File: src/rtl/fpu_pkg.sv
// fpu_pkg: FPU op/state encodings, default core latencies and the op-to-latency lookup
package fpu_pkg;
  typedef enum logic [3:0] {
    OP_ADD = 4'd0,
    OP_SUB = 4'd1,
    OP_MUL = 4'd2,
    OP_DIV = 4'd3,
    OP_ABS = 4'd4,
    OP_NEG = 4'd5
  } fpu_op_t;
  typedef enum logic [1:0] {IDLE, EXEC, WB} fpu_state_t;
  localparam int LAT_ADD_DEF = 2;
  localparam int LAT_MUL_DEF = 4;
  localparam int LAT_DIV_DEF = 16;
  localparam int LAT_SGN_DEF = 1;
  function automatic int lat_of(fpu_op_t op, int la, int lm, int ld, int ls);
    return (op == OP_MUL) ? lm : (op == OP_DIV) ? ld : (op == OP_ABS || op == OP_NEG) ? ls : la;
  endfunction
endpackage

File: src/rtl/fpu_sequencer_if.sv
// fpu_sequencer_if: decoder inputs, FPU core handshake and FP write-back bundle (slave = sequencer, master = CPU/core side)
interface fpu_sequencer_if;
  logic [3:0]  fpu_control;
  logic        fp_regwrite;
  logic        mem_to_fp;
  logic [4:0]  fd;
  logic [31:0] fs_data;
  logic [31:0] ft_data;
  logic [3:0]  core_op;
  logic [31:0] core_a;
  logic [31:0] core_b;
  logic        core_start;
  logic [31:0] core_result;
  logic        stall;
  logic        fp_we;
  logic [4:0]  fp_waddr;
  logic [31:0] fp_wdata;
  logic        fpu_illegal;
  modport slave (
    input  fpu_control, fp_regwrite, mem_to_fp, fd, fs_data, ft_data, core_result,
    output core_op, core_a, core_b, core_start, stall, fp_we, fp_waddr, fp_wdata, fpu_illegal
  );
  modport master (
    output fpu_control, fp_regwrite, mem_to_fp, fd, fs_data, ft_data, core_result,
    input  core_op, core_a, core_b, core_start, stall, fp_we, fp_waddr, fp_wdata, fpu_illegal
  );
endinterface

File: src/rtl/fpu_lat_counter.sv
// fpu_lat_counter: loadable saturating down-counter with zero flag (clk, reset, load, load_val, dec -> cnt, zero)
module fpu_lat_counter #(
  parameter int W = 5
) (
  input  logic         clk,
  input  logic         reset,
  input  logic         load,
  input  logic [W-1:0] load_val,
  input  logic         dec,
  output logic [W-1:0] cnt,
  output logic         zero
);
  logic [W-1:0] cnt_q, cnt_d;
  always_comb cnt_d = load ? load_val : (dec && cnt_q != '0) ? cnt_q - 1'b1 : cnt_q;
  always_ff @(posedge clk)
    if (reset) cnt_q <= '0;
    else cnt_q <= cnt_d;
  assign cnt  = cnt_q;
  assign zero = cnt_q == '0;
endmodule

File: src/rtl/fpu_sequencer.sv
// fpu_sequencer: IDLE/EXEC/WB sequencer driving a fixed-latency FPU core, stalling the CPU and writing the result back (clk, reset, io)
module fpu_sequencer
  import fpu_pkg::*;
#(
  parameter int LAT_ADD = LAT_ADD_DEF,
  parameter int LAT_MUL = LAT_MUL_DEF,
  parameter int LAT_DIV = LAT_DIV_DEF,
  parameter int LAT_SGN = LAT_SGN_DEF
) (
  input logic             clk,
  input logic             reset,
  fpu_sequencer_if.slave  io
);
  localparam int LMAX_AM = (LAT_ADD > LAT_MUL) ? LAT_ADD : LAT_MUL;
  localparam int LMAX_DS = (LAT_DIV > LAT_SGN) ? LAT_DIV : LAT_SGN;
  localparam int LMAX    = (LMAX_AM > LMAX_DS) ? LMAX_AM : LMAX_DS;
  localparam int CW      = $clog2(LMAX) + 1;
  fpu_state_t  state_q, state_d;
  fpu_op_t     op_q, op_d;
  logic [4:0]  fd_q, fd_d;
  logic [31:0] a_q, a_d, b_q, b_d, res_q, res_d;
  logic        start_q, start_d, ill_q, ill_d;
  logic        issue, legal, go, done;
  logic [CW-1:0] cnt, cnt_load;
  logic        cnt_zero;
  always_comb begin
    issue    = io.fp_regwrite & ~io.mem_to_fp & (state_q == IDLE);
    legal    = io.fpu_control <= 4'd5;
    go       = issue & legal;
    done     = (state_q == EXEC) & cnt_zero;
    cnt_load = CW'(lat_of(fpu_op_t'(io.fpu_control), LAT_ADD, LAT_MUL, LAT_DIV, LAT_SGN) - 1);
    op_d     = go ? fpu_op_t'(io.fpu_control) : op_q;
    fd_d     = go ? io.fd : fd_q;
    a_d      = go ? io.fs_data : a_q;
    b_d      = go ? io.ft_data : b_q;
    res_d    = done ? io.core_result : res_q;
    start_d  = go;
    ill_d    = issue & ~legal;
    state_d  = go ? EXEC : done ? WB : (state_q == WB) ? IDLE : state_q;
  end
  always_ff @(posedge clk)
    if (reset) begin
      state_q <= IDLE;
      op_q    <= OP_ADD;
      fd_q    <= '0;
      a_q     <= '0;
      b_q     <= '0;
      res_q   <= '0;
      start_q <= 1'b0;
      ill_q   <= 1'b0;
    end else begin
      state_q <= state_d;
      op_q    <= op_d;
      fd_q    <= fd_d;
      a_q     <= a_d;
      b_q     <= b_d;
      res_q   <= res_d;
      start_q <= start_d;
      ill_q   <= ill_d;
    end
  fpu_lat_counter #(.W(CW)) u_cnt (
    .clk      (clk),
    .reset    (reset),
    .load     (go),
    .load_val (cnt_load),
    .dec      (state_q == EXEC),
    .cnt      (cnt),
    .zero     (cnt_zero)
  );
  assign io.core_op     = op_q;
  assign io.core_a      = a_q;
  assign io.core_b      = b_q;
  assign io.core_start  = start_q;
  assign io.stall       = go | (state_q == EXEC);
  assign io.fp_we       = state_q == WB;
  assign io.fp_waddr    = fd_q;
  assign io.fp_wdata    = res_q;
  assign io.fpu_illegal = ill_q;
endmodule

File: src/flat_wrapper.sv
// flat-port wrapper written by rule: the top's interface ports become plain ports
module fpu_sequencer_flat import fpu_pkg::*;
#(
  parameter int LAT_ADD = LAT_ADD_DEF,
  parameter int LAT_MUL = LAT_MUL_DEF,
  parameter int LAT_DIV = LAT_DIV_DEF,
  parameter int LAT_SGN = LAT_SGN_DEF
)
  (clk, reset, io_fpu_control, io_fp_regwrite, io_mem_to_fp, io_fd, io_fs_data, io_ft_data, io_core_result, io_core_op, io_core_a, io_core_b, io_core_start, io_stall, io_fp_we, io_fp_waddr, io_fp_wdata, io_fpu_illegal);
  fpu_sequencer_if io_i ();
  input logic clk;
  input logic reset;
  input wire logic [$bits(io_i.fpu_control)-1:0] io_fpu_control;
  input wire logic [$bits(io_i.fp_regwrite)-1:0] io_fp_regwrite;
  input wire logic [$bits(io_i.mem_to_fp)-1:0] io_mem_to_fp;
  input wire logic [$bits(io_i.fd)-1:0] io_fd;
  input wire logic [$bits(io_i.fs_data)-1:0] io_fs_data;
  input wire logic [$bits(io_i.ft_data)-1:0] io_ft_data;
  input wire logic [$bits(io_i.core_result)-1:0] io_core_result;
  output wire logic [$bits(io_i.core_op)-1:0] io_core_op;
  output wire logic [$bits(io_i.core_a)-1:0] io_core_a;
  output wire logic [$bits(io_i.core_b)-1:0] io_core_b;
  output wire logic [$bits(io_i.core_start)-1:0] io_core_start;
  output wire logic [$bits(io_i.stall)-1:0] io_stall;
  output wire logic [$bits(io_i.fp_we)-1:0] io_fp_we;
  output wire logic [$bits(io_i.fp_waddr)-1:0] io_fp_waddr;
  output wire logic [$bits(io_i.fp_wdata)-1:0] io_fp_wdata;
  output wire logic [$bits(io_i.fpu_illegal)-1:0] io_fpu_illegal;
  assign io_i.fpu_control = io_fpu_control;
  assign io_i.fp_regwrite = io_fp_regwrite;
  assign io_i.mem_to_fp = io_mem_to_fp;
  assign io_i.fd = io_fd;
  assign io_i.fs_data = io_fs_data;
  assign io_i.ft_data = io_ft_data;
  assign io_i.core_result = io_core_result;
  assign io_core_op = io_i.core_op;
  assign io_core_a = io_i.core_a;
  assign io_core_b = io_i.core_b;
  assign io_core_start = io_i.core_start;
  assign io_stall = io_i.stall;
  assign io_fp_we = io_i.fp_we;
  assign io_fp_waddr = io_i.fp_waddr;
  assign io_fp_wdata = io_i.fp_wdata;
  assign io_fpu_illegal = io_i.fpu_illegal;
  fpu_sequencer #(.LAT_ADD(LAT_ADD), .LAT_MUL(LAT_MUL), .LAT_DIV(LAT_DIV), .LAT_SGN(LAT_SGN)) u_core (.clk(clk), .reset(reset), .io(io_i));
endmodule
File: config.mk
export PLATFORM = sky130hd
export DESIGN_NAME = fpu_sequencer_flat
export DESIGN_NICKNAME = d
export VERILOG_FILES = /design/src/rtl/fpu_pkg.sv /design/src/rtl/fpu_sequencer_if.sv /design/src/rtl/fpu_lat_counter.sv /design/src/rtl/fpu_sequencer.sv /design/src/flat_wrapper.sv
export SDC_FILE = /design/constraint.sdc
export NUM_CORES = 1
export LEC_CHECK = 0
export CELL_PAD_IN_SITES_DETAIL_PLACEMENT = 1
export CELL_PAD_IN_SITES_GLOBAL_PLACEMENT = 1
export CORE_UTILIZATION = 28
export CTS_CLUSTER_DIAMETER = 50
export DETAILED_ROUTE_END_ITERATION = 8
export HOLD_SLACK_MARGIN = 0.15
export PLACE_DENSITY_LB_ADDON = 0.1
export RECOVER_POWER = 100
export SYNTH_ARGS = -nofsm -noshare
export SYNTH_HDL_FRONTEND = slang
export SYNTH_SLANG_ARGS = --single-unit
export TNS_END_PERCENT = 20
File: constraint.sdc
create_clock -name clk -period 1.86 [get_ports clk]
set_input_delay 0.372 -clock clk [delete_from_list [all_inputs] [get_ports clk]]
set_output_delay 0.372 -clock clk [all_outputs]
set_load 0.01 [all_outputs]
==> flow_metrics.tcl <==
set metrics [dict create \
    status "finished clean" \
    relSlewSlack_pct 65.90 \
    pre_cts_slack_ns -0.2900 \
    finish.instance_area_um2 6864 \
    synth-warning-count 0 \
    rows 42 \
    antenna_found_initial 0 \
    core_um2 13350 \
    cts_tree "yes" \
    syn_area_per_cell_um2 10.68 \
    clock_latency_ns 0.41 \
    final_common_cell "dfxtp_1" \
    die_w_um 119.7 \
    fin_crit_sh_pct 95.27 \
    synth.top_cell.area_share_pct 58.88 \
    power.density_nw_per_um2 922.6 \
    netlist_area_um2 3876 \
    cts.path.max_buffers 2 \
    timing.rr.start "u_core.state_q[1]" \
    grt_pass1_vias 3748 \
    cts.sinks 114 \
    worstPathCellList "clkdlybuf4s50_1 -> nor4b_4 -> clkbuf_1 -> and2_1 -> nor2_4 -> buf_4 -> a22o_1" \
    grt_usage_pct 18.26 \
    grt_pass1_wl_um 20000 \
    drt_pass1_iterations 4 \
    diodes 0 \
    worst-setup-path-type "primary input to flop" \
    power.switching_mw 1.454 \
    seqPwrFrac_pct 40.5 \
    cp_slowest_cell "clkdlybuf4s50_1" \
    hold_violations 0 \
    vdd_drop_max_mv 0.5013 \
    crit_buf_inv 3 \
    start_util_pct 29.04 \
    ys_ff_latch 114 \
    syn-instance-count 363 \
    hold_path_class "primary input to flop" \
    path_clk_slew_ns 0.05 \
    met2_usage_pct 28.83 \
    cts_made_buffers 17 \
    fmax_ghz 0.5644 \
    netlist_top_cells_area "dfxtp_1, a22o_1, nand2_1" \
    layout.nets 709 \
    fin_setup_tns_ns 0 \
    port_buffers 217 \
    grt_max_degree 51 \
    p_int_mw 4.879 \
    synth_edf_count 0 \
    drive_gt1_share_pct 10.33 \
    worstSetupPathDepth 7 \
    place_inst 753 \
    setup_viol 0 \
    cts-root-buf "clkbuf_16" \
    num_vias 3650 \
    htree_num_levels 4 \
    area_growth_pct 77.08 \
    ys_async_sr_fraction_pct 0 \
    combPwrFrac_pct 10.8 \
    use_met1_pct 21.68 \
    slowest_delay_ns 0.46 \
    wl_um 12810 \
    cp.arrival_ns 2.07 \
    final_cell_mix "dfxtp_1, dlygate4sd3_1, clkdlybuf4s50_1" \
    critical_path.endpoint "u_core.io.core_a[10]" \
    crit_fanout 18 \
    critPathLaunchType "primary input" \
    yosysTopAreaCell "dfxtp_1" \
    routed_via_density 4.644 \
    crit_start "io_fp_regwrite" \
    die-area_um2 14320 \
    setup_ws_ns 0.08805 \
    worstMarginPinSlew_ns 0.5102 \
    grt_use_met3_pct 7.367 \
    ios 218 \
    synthesis.nets 475 \
    rsz0062_at_grt "false" \
    r2r_end "u_core.io.core_a[10]" \
    die-height_um 119.7 \
    critical_path.endpoint_type "flop" \
    drv_cap 0 \
    register_area_um2 2282 \
    multi_input_area_um2 1420 \
    swShare_pct 22.96 \
    synth_ff_type "dfxtp_1" \
    drtAntennaViolNets 0 \
    overflow 0 \
    drc 0 \
    path_delay_family "buffers and inverters" \
    fin_hold_ws_ns 0.3582 \
    place_congestion 0.7729 \
    r2r_cells 6 \
    fin_worst_skew_ns 0.007039 \
    drv_slew 0 \
    synth_cell_types 34 \
    busiest_layer "met2" \
    fillers 1457 \
    avgRoutedWirePerCell_um 16.29 \
    yosysSeqAreaShare_pct 58.88 \
    dp_hpwl_um 9141 \
    instances_no_fill 786 \
    cp_data_required_time_ns 2.15 \
    drt-initial-drc-count 105 \
    placed_cell_area_um2 6324 \
    r2r_slack_ns 0.10 \
    p_clk_share_pct 48.6 \
    period_minus_slack_ns 1.772 \
    power_leakage_nw 2.934 \
]
-- power by group through the flow --
stage / clock, mW / sequential (mW) / combinational, mW
after floorplan: 0 / 2.65 / 0.221
after global placement: 0 / 2.62 / 0.711
after detailed placement: 0 / 2.62 / 0.722
after CTS: 3.17 / 2.57 / 0.728
after global routing: 3.27 / 2.58 / 0.744
final: 3.08 / 2.57 / 0.687
-- through the flow --
step	total power, mW	util [%]
after floorplan	2.872	-
after global placement	3.328	47.38
after detailed placement	3.344	47.38
after CTS	6.472	51.67
after global routing	6.592	51.42
final	6.333	51.42
-- per-layer routing --
| metal | part of all wire, % | vias to the layer above |
|---|---|---|
| li1 | - | 1769 |
| met1 | 43 | 1708 |
| met2 | 46 | 153 |
| met3 | 9.0 | 20 |
| met4 | 2.0 | 0 |
| met5 | 0 | - |
-- worst min-delay path by stage --
stage / slack [ns] / end / startpoint / cells after the start
global placement: 0.44 / u_core.io.fp_wdata[20] / u_core.io.fp_wdata[20] / 2
CTS: 0.34 / u_core.io.core_op[2] / reset / 2
floorplan: 0.48 / u_core.u_cnt.cnt[0] / u_core.u_cnt.cnt[0] / 1
detailed placement: 0.45 / u_core.io.fp_wdata[30] / u_core.io.fp_wdata[30] / 2
global route: 0.35 / u_core.io.core_op[2] / reset / 2
finish: 0.36 / u_core.io.core_op[2] / reset / 2
-- cell families after synthesis --
kind of cell,after synthesis,share of synthesized area (%)
AOI/OAI and AO/OA,115,22.53
buffers and inverters,28,4.713
DFF,114,58.88
and+or+nand+nor,101,12.46
xor gates and xnor gates,2,0.4520
adders and majority gates,3,0.9685
-- layout make-up --
cell class	count	share of cell area (%)
clock buffer	21	6.854
clock inverter	11	1.513
inverter	2	0.1094
multi-input combinational	221	20.69
sequential	114	33.25
tap	176	3.208
timing repair buffer	241	34.38
-- state kept, by name (all words and copies together) (netlist names), 2 cells and up --
register,count
u_core.io.core_a,32
u_core.io.core_b,32
u_core.io.core_op,4
u_core.io.fp_waddr,5
u_core.io.fp_wdata,32
u_core.state_q,2
u_core.u_cnt.cnt,5
-- cell usage after synthesis, types with 3 or more instances --
cell type / n
a211oi_1: 3
a21oi_1: 37
a22o_1: 70
buf_2: 8
buf_4: 4
buf_6: 7
clkbuf_1: 7
dfxtp_1: 114
ha_1: 3
nand2_1: 68
nand2b_1: 3
nor2_1: 8
nor3_1: 4
-- what timing repair did --
item	CTS	global route
buffers inserted	0	1
endpoints found under the setup margin	2	29
pin swaps	0	1
hold buffers	0	0
gates resized for setup	3	4
gates cloned	0	0
(Power assumes the default switching activity.)
